==> config.mk <==
export PLATFORM = sky130hd
export DESIGN_NAME = axi4m_read_scheduler_flat
export DESIGN_NICKNAME = d
export VERILOG_FILES = /design/src/rtl/axi4m_read_scheduler_pkg.sv /design/src/rtl/axi4m_read_scheduler_if.sv /design/src/rtl/axi4m_read_scheduler_rr_arbiter.sv /design/src/rtl/axi4m_read_scheduler.sv /design/src/flat_wrapper.sv
export SDC_FILE = /design/constraint.sdc
export NUM_CORES = 1
export LEC_CHECK = 0
export CORE_ASPECT_RATIO = 1.5
export CORE_MARGIN = 1.5
export CORE_UTILIZATION = 40
export DETAILED_ROUTE_END_ITERATION = 7
export PLACE_DENSITY = 0.78
export REMOVE_ABC_BUFFERS = 1
export SLEW_MARGIN = 0
export SYNTH_ARGS = -nofsm -noshare
export SYNTH_HDL_FRONTEND = slang
export SYNTH_SLANG_ARGS = --single-unit
==> constraint.sdc <==
create_clock -name clk -period 3.3 [get_ports clk]
set_input_delay 0.33 -clock clk [delete_from_list [all_inputs] [get_ports clk]]
set_output_delay 0.33 -clock clk [all_outputs]
set_load 0.005 [all_outputs]
==> src/rtl/axi4m_read_scheduler_pkg.sv <==
// Shared types and limits for the AXI4 read scheduler: FSM states and the
// largest job the read master's 8-bit burst counter can express.
package axi4m_sched_pkg;

    typedef enum logic [2:0] {
        S_IDLE     = 3'd0,
        S_CHECK    = 3'd1,
        S_KICK     = 3'd2,
        S_WAITBUSY = 3'd3,
        S_RUN      = 3'd4,
        S_DONE     = 3'd5
    } sched_state_e;

    localparam int MAX_BURST_LENGTH = 64;
    localparam int MAX_BURSTS       = 255;
    localparam int MAX_BEATS        = MAX_BURSTS * MAX_BURST_LENGTH;

    // The master misbehaves on a zero-length job, so zero is rejected too.
    function automatic logic job_len_ok(input logic [31:0] num, input logic [31:0] max_beats);
        return (num != 32'd0) && (num <= max_beats);
    endfunction

endpackage

==> src/rtl/axi4m_read_scheduler_if.sv <==
// Bundle of requester-side, master-job and FIFO-steering signals of the scheduler.
// The master modport is the scheduler's view; slave is the surrounding system.
interface axi4m_read_scheduler_if #(
    parameter int NUM_REQ    = 4,
    parameter int DATA_WIDTH = 32
);
    logic [NUM_REQ-1:0]         req_valid;
    logic [32*NUM_REQ-1:0]      req_num;
    logic [32*NUM_REQ-1:0]      req_addr;
    logic [NUM_REQ-1:0]         req_ready;
    logic [NUM_REQ-1:0]         done;
    logic [NUM_REQ-1:0]         err;
    logic                       rd_kick;
    logic [31:0]                rd_num;
    logic [31:0]                rd_addr;
    logic                       rd_busy;
    logic                       buf_we;
    logic [DATA_WIDTH-1:0]      buf_dout;
    logic [NUM_REQ-1:0]         out_we;
    logic [DATA_WIDTH-1:0]      out_dout;
    logic [$clog2(NUM_REQ)-1:0] owner;
    logic                       owner_valid;

    modport master (
        input  req_valid, req_num, req_addr, rd_busy, buf_we, buf_dout,
        output req_ready, done, err, rd_kick, rd_num, rd_addr,
        output out_we, out_dout, owner, owner_valid
    );

    modport slave (
        output req_valid, req_num, req_addr, rd_busy, buf_we, buf_dout,
        input  req_ready, done, err, rd_kick, rd_num, rd_addr,
        input  out_we, out_dout, owner, owner_valid
    );
endinterface

==> src/rtl/axi4m_read_scheduler_rr_arbiter.sv <==
// Combinational round-robin pick: first set request at or after ptr, wrapping.
module rr_arbiter #(
    parameter int NUM_REQ = 4,
    localparam int IDX_W  = $clog2(NUM_REQ)
) (
    input  logic [NUM_REQ-1:0] req,
    input  logic [IDX_W-1:0]   ptr,
    output logic [NUM_REQ-1:0] gnt,
    output logic [IDX_W-1:0]   gnt_idx
);
    logic [IDX_W-1:0] cand_s;
    logic             found_s;

    // Scan candidates in priority order starting at ptr.
    always_comb begin
        gnt     = '0;
        gnt_idx = '0;
        found_s = 1'b0;
        cand_s  = '0;
        for (int k = 0; k < NUM_REQ; k++) begin
            cand_s = IDX_W'((int'(ptr) + k) % NUM_REQ);
            if (!found_s && req[cand_s]) begin
                found_s      = 1'b1;
                gnt[cand_s]  = 1'b1;
                gnt_idx      = cand_s;
            end else begin
                found_s = found_s;
            end
        end
    end
endmodule

==> src/rtl/axi4m_read_scheduler.sv <==
// Shares one AXI4 read-to-FIFO master among NUM_REQ requesters: round-robin
// accept, length check, kick/wait of the master, FIFO steering, done/err report.
module axi4m_read_scheduler #(
    parameter int NUM_REQ    = 4,
    parameter int DATA_WIDTH = 32,
    parameter int MAX_BEATS  = axi4m_sched_pkg::MAX_BEATS
) (
    input  logic clk,
    input  logic reset_n,
    axi4m_read_scheduler_if.master bus
);
    import axi4m_sched_pkg::*;

    localparam int IDX_W = $clog2(NUM_REQ);

    sched_state_e          state_r;
    logic [NUM_REQ-1:0]    gnt_s;
    logic [IDX_W-1:0]      gnt_idx_s;
    logic [IDX_W-1:0]      rr_ptr_r;
    logic [IDX_W-1:0]      owner_r;
    logic                  owner_valid_r;
    logic [NUM_REQ-1:0]    owner_oh_s;
    logic [31:0]           num_r;
    logic [31:0]           addr_r;
    logic [31:0]           beat_cnt_r;
    logic [31:0]           rd_num_r;
    logic [31:0]           rd_addr_r;
    logic                  rd_kick_r;
    logic [NUM_REQ-1:0]    done_r;
    logic [NUM_REQ-1:0]    err_r;
    logic [DATA_WIDTH-1:0] dout_s;

    rr_arbiter #(.NUM_REQ(NUM_REQ)) u_arb (
        .req     (bus.req_valid),
        .ptr     (rr_ptr_r),
        .gnt     (gnt_s),
        .gnt_idx (gnt_idx_s)
    );

    assign owner_oh_s = {{(NUM_REQ-1){1'b0}}, 1'b1} << owner_r;

    // Accept and FIFO steering are zero-latency; the arbiter only acts in idle.
    assign bus.req_ready   = (state_r == S_IDLE) ? gnt_s : {NUM_REQ{1'b0}};
    assign bus.out_we      = (owner_valid_r && bus.buf_we) ? owner_oh_s : {NUM_REQ{1'b0}};
    assign dout_s          = bus.buf_dout;
    assign bus.out_dout    = dout_s;
    assign bus.done        = done_r;
    assign bus.err         = err_r;
    assign bus.rd_kick     = rd_kick_r;
    assign bus.rd_num      = rd_num_r;
    assign bus.rd_addr     = rd_addr_r;
    assign bus.owner       = owner_r;
    assign bus.owner_valid = owner_valid_r;

    // Job FSM with registered pulse outputs, capture registers and beat counter.
    always_ff @(posedge clk or negedge reset_n) begin
        if (!reset_n) begin
            state_r       <= S_IDLE;
            rr_ptr_r      <= '0;
            owner_r       <= '0;
            owner_valid_r <= 1'b0;
            num_r         <= 32'd0;
            addr_r        <= 32'd0;
            beat_cnt_r    <= 32'd0;
            rd_num_r      <= 32'd0;
            rd_addr_r     <= 32'd0;
            rd_kick_r     <= 1'b0;
            done_r        <= '0;
            err_r         <= '0;
        end else begin
            rd_kick_r <= 1'b0;
            done_r    <= '0;
            err_r     <= '0;
            if (owner_valid_r && bus.buf_we) begin
                beat_cnt_r <= beat_cnt_r + 32'd1;
            end else begin
                beat_cnt_r <= beat_cnt_r;
            end
            case (state_r)
                S_IDLE: begin
                    if (|bus.req_valid) begin
                        owner_r       <= gnt_idx_s;
                        owner_valid_r <= 1'b1;
                        num_r         <= bus.req_num[{gnt_idx_s, 5'd0} +: 32];
                        addr_r        <= bus.req_addr[{gnt_idx_s, 5'd0} +: 32];
                        beat_cnt_r    <= 32'd0;
                        rr_ptr_r      <= (gnt_idx_s == IDX_W'(NUM_REQ - 1)) ? '0 : gnt_idx_s + IDX_W'(1);
                        state_r       <= S_CHECK;
                    end else begin
                        state_r <= S_IDLE;
                    end
                end
                S_CHECK: begin
                    if (job_len_ok(num_r, 32'(MAX_BEATS))) begin
                        rd_kick_r <= 1'b1;
                        rd_num_r  <= num_r;
                        rd_addr_r <= addr_r;
                        state_r   <= S_KICK;
                    end else begin
                        done_r  <= owner_oh_s;
                        err_r   <= owner_oh_s;
                        state_r <= S_DONE;
                    end
                end
                S_KICK: begin
                    state_r <= S_WAITBUSY;
                end
                S_WAITBUSY: begin
                    if (bus.rd_busy) begin
                        state_r <= S_RUN;
                    end else begin
                        state_r <= S_WAITBUSY;
                    end
                end
                S_RUN: begin
                    // Last FIFO write precedes the busy fall, so beat_cnt_r is final here.
                    if (!bus.rd_busy) begin
                        done_r  <= owner_oh_s;
                        err_r   <= (beat_cnt_r != num_r) ? owner_oh_s : {NUM_REQ{1'b0}};
                        state_r <= S_DONE;
                    end else begin
                        state_r <= S_RUN;
                    end
                end
                S_DONE: begin
                    owner_valid_r <= 1'b0;
                    state_r       <= S_IDLE;
                end
                default: begin
                    owner_valid_r <= 1'b0;
                    state_r       <= S_IDLE;
                end
            endcase
        end
    end
endmodule

==> src/flat_wrapper.sv <==
// flat-port wrapper written by rule: the top's interface ports become plain ports
module axi4m_read_scheduler_flat import axi4m_sched_pkg::*;
#(
    parameter int NUM_REQ    = 4,
    parameter int DATA_WIDTH = 32,
    parameter int MAX_BEATS  = axi4m_sched_pkg::MAX_BEATS
)
  (clk, reset_n, bus_req_valid, bus_req_num, bus_req_addr, bus_rd_busy, bus_buf_we, bus_buf_dout, bus_req_ready, bus_done, bus_err, bus_rd_kick, bus_rd_num, bus_rd_addr, bus_out_we, bus_out_dout, bus_owner, bus_owner_valid);
  axi4m_read_scheduler_if #(.NUM_REQ(NUM_REQ), .DATA_WIDTH(DATA_WIDTH)) bus_i ();
  input  logic clk;
  input  logic reset_n;
  input wire logic [$bits(bus_i.req_valid)-1:0] bus_req_valid;
  input wire logic [$bits(bus_i.req_num)-1:0] bus_req_num;
  input wire logic [$bits(bus_i.req_addr)-1:0] bus_req_addr;
  input wire logic [$bits(bus_i.rd_busy)-1:0] bus_rd_busy;
  input wire logic [$bits(bus_i.buf_we)-1:0] bus_buf_we;
  input wire logic [$bits(bus_i.buf_dout)-1:0] bus_buf_dout;
  output wire logic [$bits(bus_i.req_ready)-1:0] bus_req_ready;
  output wire logic [$bits(bus_i.done)-1:0] bus_done;
  output wire logic [$bits(bus_i.err)-1:0] bus_err;
  output wire logic [$bits(bus_i.rd_kick)-1:0] bus_rd_kick;
  output wire logic [$bits(bus_i.rd_num)-1:0] bus_rd_num;
  output wire logic [$bits(bus_i.rd_addr)-1:0] bus_rd_addr;
  output wire logic [$bits(bus_i.out_we)-1:0] bus_out_we;
  output wire logic [$bits(bus_i.out_dout)-1:0] bus_out_dout;
  output wire logic [$bits(bus_i.owner)-1:0] bus_owner;
  output wire logic [$bits(bus_i.owner_valid)-1:0] bus_owner_valid;
  assign bus_i.req_valid = bus_req_valid;
  assign bus_i.req_num = bus_req_num;
  assign bus_i.req_addr = bus_req_addr;
  assign bus_i.rd_busy = bus_rd_busy;
  assign bus_i.buf_we = bus_buf_we;
  assign bus_i.buf_dout = bus_buf_dout;
  assign bus_req_ready = bus_i.req_ready;
  assign bus_done = bus_i.done;
  assign bus_err = bus_i.err;
  assign bus_rd_kick = bus_i.rd_kick;
  assign bus_rd_num = bus_i.rd_num;
  assign bus_rd_addr = bus_i.rd_addr;
  assign bus_out_we = bus_i.out_we;
  assign bus_out_dout = bus_i.out_dout;
  assign bus_owner = bus_i.owner;
  assign bus_owner_valid = bus_i.owner_valid;
  axi4m_read_scheduler #(.NUM_REQ(NUM_REQ), .DATA_WIDTH(DATA_WIDTH), .MAX_BEATS(MAX_BEATS)) u_core (.clk(clk), .reset_n(reset_n), .bus(bus_i));
endmodule
[Word-level counts from Yosys, hierarchy flattened]
Cells that the tools add are included.
Storage, ports and cells
  word-level logic and storage cells: 107
  flip-flop bits (word level): 177
  input bits: 296
  output and inout port bits: 116
Operators by class
  $add $sub $neg: 5
  shift-type cells: 3
  multiplexer cells: 48
  bitwise logic cells: 4
  reduce and logical (&&, ||, !) cells: 19
  eq/ne operators: 7
  $lt $le $gt $ge: 9
Operator list (number)
  indexed part select 128 x 8 -> 32 bit: 2
  two-way mux 32 bit: 3
  two-way mux 4 bit: 10
  adder 32 x 1 -> 32 bit, second input constant: 1
  <= comparator 32 x 14 -> 1 bit, second input constant: 1
  inequality test 32 bit: 1
  nonzero test 32 bit: 1
  two-way mux 1 bit: 16
  case mux 4 bit (2 select lines): 2
  case mux 3 bit (5 select lines): 1
  less-than comparator 2 x 3 -> 1 bit, second input constant: 4
  bitwise OR 4 bit: 3
  two-way mux 2 bit: 5
  logical AND 1 bit: 9
  binary-select mux 1 bit (select 2 bit): 4
  demux 1 bit (select 2 bit): 4
  >= comparator 2 x 1 -> 1 bit, second input constant: 4
  OR reduction 4 bit: 2
  equality test 3 x 2 -> 1 bit, second input constant: 2
  two-way mux 3 bit: 2
  AND reduction 2 bit: 3
  adder 2 x 1 -> 2 bit, second input constant: 2
  adder 2 bit, second input constant: 2
  left shift 1 x 2 -> 4 bit, first input constant: 1
  other kinds (8): 10

[Depth between registers and ports, before layout]
Gate-level depths: netlist (run 1).
  depth in word-level cells: 14
  mapped depth: 13
  mapped depth without buffers: 8

[By module]
Synthesis (run 1) repeated with hierarchy kept, for this count alone.
Second synthesis, totals
  cells, all modules: 876
  area, all modules: 9690.5 um^2
By module, submodules not included
  axi4m_read_scheduler: seq. area each 4429.2 um^2, area an instance 9201.3 um^2, cells an instance 811, instances 1
  rr_arbiter: seq. area each 0.0 um^2, area an instance 489.2 um^2, cells an instance 65, instances 1

[Least setup slack after synthesis (run 1)]
Ideal clock, no wire load.
  path kind: register -> register
  from: reg (tool-made name)
  to: reg u_core.addr_r[0]
  cell stages (with the launch flop): 11
  buffers on the path: 4
  period minus slack after synthesis: 3262 ps
  arrival time: 3139 ps
  setup slack: 38 ps
  required time: 3177 ps
  library setup time: 123 ps
  path through: dfrtp_1 buf_2 inv_2 ha_1 buf_2 mux4_2 a221oi_1 o21ai_2 buf_6 buf_6 o221a_1
RTL lines
  end signal: assignment: line axi4m_read_scheduler.sv:85  | addr_r <= bus.req_addr[{gnt_idx_s, 5'd0} +: 32];
  end: declaration: line axi4m_read_scheduler.sv:24  | logic [31:0] addr_r;

==> impl_metrics.yaml, run 1 <==
sta:
  fin_crit_ns: 3.08
  post-route-period-util_pct: 93.3
  finalSetupViolations: 0
  skew_ns: 0.0138
  hold-worst-slack_ns: 0.443
  rsz0062_at_grt: "false"
  max_slew_margin_pct: 12.3
  hold_viol_final: 0
  drv_slew: 0
  tightest_slew_ns: 1.32
  fmax_mhz: 325
clocking:
  clock_sinks: 177
  clockRootBuffer: "clkbuf_16"
  clk_latency_ns: 0.45
  cts_inserted_buffers: 17
  cts_tree: "built"
  htree_levels: 4
  cts_buffer_depth: 2
  clkTransAtPathRegs_ns: 0.07
floorplanning:
  initial_core_util_pct: 40.5
  dieArea_sq_um: 26200
  die_h_um: 197
  rows: 71
  dieWidth_um: 133
  coreArea_sq_um: 24900
  io_pins: 412
pwr:
  p_total_mw: 11.3
  ir_drop_mv: 0.557
  power_density_nw_per_um2: 783
  p_leak_nw: 5.89
logic_synthesis:
  synth_ff_type: "dfrtp_1"
  yosys.area.top_type: "dfrtp_1"
  synth_area_leaders: "dfrtp_1 44%, mux2_2 12%, nand3_1 7.0%, o221a_1 6.5%, xnor2_1 3.7%"
  netlist_area_sq_um: 10100
  ys_ff_latch: 177
  syn_inst: 975
  syn-mean-instance-area_sq_um: 10.3
  async_flop_share_pct: 100
  yosysTopAreaCellShare_pct: 44.0
  seq_area_frac_synth_pct: 44.0
  synth_cell_types: 55
  synth_edf_count: 0
  synth_warnings: 0
layout:
  most-common-layout-cells: "342 x clkdlybuf4s50_1, 177 x dfrtp_1, 139 x nand3_1, 107 x mux2_2, 67 x o21ai_0"
  utilization_pct: 58.2
  final_cell_area_sq_um: 14500
  area.growth.synth_to_final_pct: 43.6
  fin_nets: 1578
  drive_gt1_share_pct: 15.7
  final_common_cell: "clkdlybuf4s50_1"
  n_fill_cell: 2126
worst_setup_path:
  crit_path_start_kind: "flip-flop"
  critPathCaptureType: "flip-flop"
  critPathRequiredTime_ns: 3.68
  worstPathArrival_ns: 3.46
  cp_max_fo: 44
  crit_type: "flip-flop to flip-flop"
  ff2ff_setup_slack_ns: 0.22
route:
  dr_total_vias: 9129
  wl_per_cell_um: 21.9
  firstDrtPassIters: 5
  drtIter0Drc: 563
  post-route-drc-count: 0
  ant_nets: 0
  finalWirelength_um: 35300
  via_per_inst: 5.66
min_path:
  hp-class: "primary input to async pin"
global_route:
  grt_first_pass_wirelength_um: 53400
  gr-total-overflow: 0
  grt_pass1_vias: 9258
  antenna_found_initial: 2
  grt_max_degree: 68
  grt_use_total_pct: 26.8
place:
  port_buffers: 347
  gp_congestion: 0.892
  dp_hpwl_um: 25900
  place_area_sq_um: 13800
flow_run:
  max_cap_viol_count: 0
run_status:
  status: "finished clean"
-- cells by family after synthesis --
kind of cell               Yosys count  synth area share, %
muxes                              122                 14.0
and+or+nand+nor                    322                 16.4
AOI/OAI and AO/OA                  170                 13.1
buffers and inverters              117                 6.36
adders and majority gates            9                 1.12
xor gates and xnor gates            58                 5.04
DFF                                177                 44.0
-- routing by layer --
| layer | track usage [%] | share of wire (%) | routed length [um] |
|---|---|---|---|
| met4 | 11.9 | 3.4 | 1190 |
| met3 | 9.16 | 8.8 | 3120 |
| met2 | 43.4 | 49 | 17200 |
| met1 | 32.1 | 39 | 13800 |
| met5 | 2.87 | 0.28 | 100 |
-- worst max-delay path: stages (launching register included) --
cell and delay [ns]:
dfrtp_1 0.39, buf_4 0.15, buf_12 0.15, mux4_2 0.38, buf_4 0.15, a21oi_1 0.08, o22ai_4 0.96, buf_4 0.34
o21ai_0 0.11, nand3_1 0.09, o221a_1 0.17
-- cells in the mapped netlist, drive strengths merged (2+ instances only) --
master and number:
dfrtp 177, nand3 140, mux2 108, o21ai 68, nor2 62, buf 59
o221a 59, clkbuf 49, xnor2 43, nand2 30, and2 20, nand4 17
xor2 15, nor4 14, a211oi 11, mux2i 10, nand2b 10, a21oi 9
ha 9, inv 9, and3 8, nor3 6, a221oi 5, a22oi 4
and4 4, mux4 4, a31oi 3, nor2b 3, a31o 2, a41o 2
or3 2
-- path summary, 6_finish.rpt --
| kind | cells after the start | start | end |
|---|---|---|---|
| worst min-delay path | 2 | reset_n | u_core.num_r[11]$_DFFE_PN0P_ |
| max in group asynchronous | 3 | reset_n | u_core.beat_cnt_r[14]$_DFF_PN0_ |
| min in group clk | 1 | u_core.bus.rd_num[30]$_DFFE_PN0P_ | u_core.bus.rd_num[30]$_DFFE_PN0P_ |
| worst max register to register | 10 | flip-flop | u_core.addr_r[16]$_DFFE_PN0P_ |
| worst max-delay path | 10 | flip-flop | u_core.addr_r[16]$_DFFE_PN0P_ |
| worst min register to register | 1 | u_core.bus.rd_num[30]$_DFFE_PN0P_ | u_core.bus.rd_num[30]$_DFFE_PN0P_ |
-- cell type report --
| cell class | instances | area, sq um | area share (%) |
|---|---|---|---|
| Clock inverter | 10 | 125 | 0.865 |
| Clock buffer | 21 | 460 | 3.18 |
| Sequential cell | 177 | 4430 | 30.6 |
| Inverter | 9 | 33.8 | 0.234 |
| Timing Repair Buffer | 387 | 3900 | 27.0 |
| Antenna cell | 1 | 2.50 | 0.0173 |
| Tap cell | 328 | 410 | 2.84 |
| Multi-Input combinational cell | 681 | 5100 | 35.3 |
-- what timing repair did --
action,CTS,global route
gates resized for setup,3,11
setup endpoints to repair,4,4
buffers inserted,3,3
hold endpoints to repair,64,0
pin swaps,1,4
hold buffers,1,0
-- registers in the layout, summed over array words and instances, names as in the netlist, named ones only --
name and cells:
u_core.bus.owner_valid 1, u_core.rr_ptr_r 1, u_core.bus.owner 2, u_core.num_r 32
u_core.bus.rd_kick 1, u_core.addr_r 32, u_core.bus.rd_addr 32, u_core.state_r 3
u_core.bus.done 4, u_core.bus.err 4, u_core.bus.rd_num 32, u_core.beat_cnt_r 32
-- per-stage QoR --
step	TNS, ns	cells	setup slack, ns
floorplan	-219.47	867	-3.00
global placement	0	1575	0.0593
detailed placement	-0.378	1575	-0.0531
CTS	0	1610	0.0145
global route	0	1614	0.0558
finish	0	1614	0.222
-- report_power, final --
group | switching (mW) | leakage, nW | internal [mW] | total [mW]
Clock | 0.897 | 0.285 | 1.16 | 2.06
Combinational | 3.20 | 3.33 | 2.86 | 6.06
Sequential | 0.535 | 2.27 | 2.68 | 3.21
Total | 4.63 | 5.89 | 6.70 | 11.3
Power figures use the tool's default switching activity.
==> inputs of run 2 (changes only) <==
--- a/config.mk
+++ b/config.mk
@@ -8,6 +8,7 @@
 export CORE_ASPECT_RATIO = 1.5
 export CORE_MARGIN = 1.5
 export CORE_UTILIZATION = 40
+export CTS_CLUSTER_DIAMETER = 200
 export DETAILED_ROUTE_END_ITERATION = 7
 export PLACE_DENSITY = 0.78
 export REMOVE_ABC_BUFFERS = 1
==> results of run 2 <==
Final layout, timing and power as in run 1 (identical DEF).
==> inputs of run 3 (changes only) <==
--- a/config.mk
+++ b/config.mk
@@ -10,6 +10,7 @@
 export CORE_UTILIZATION = 40
 export CTS_CLUSTER_DIAMETER = 200
 export DETAILED_ROUTE_END_ITERATION = 7
+export HOLD_SLACK_MARGIN = 0.12
 export PLACE_DENSITY = 0.78
 export REMOVE_ABC_BUFFERS = 1
 export SLEW_MARGIN = 0
==> results of run 3 <==
Final layout, timing and power as in run 1 (identical DEF).
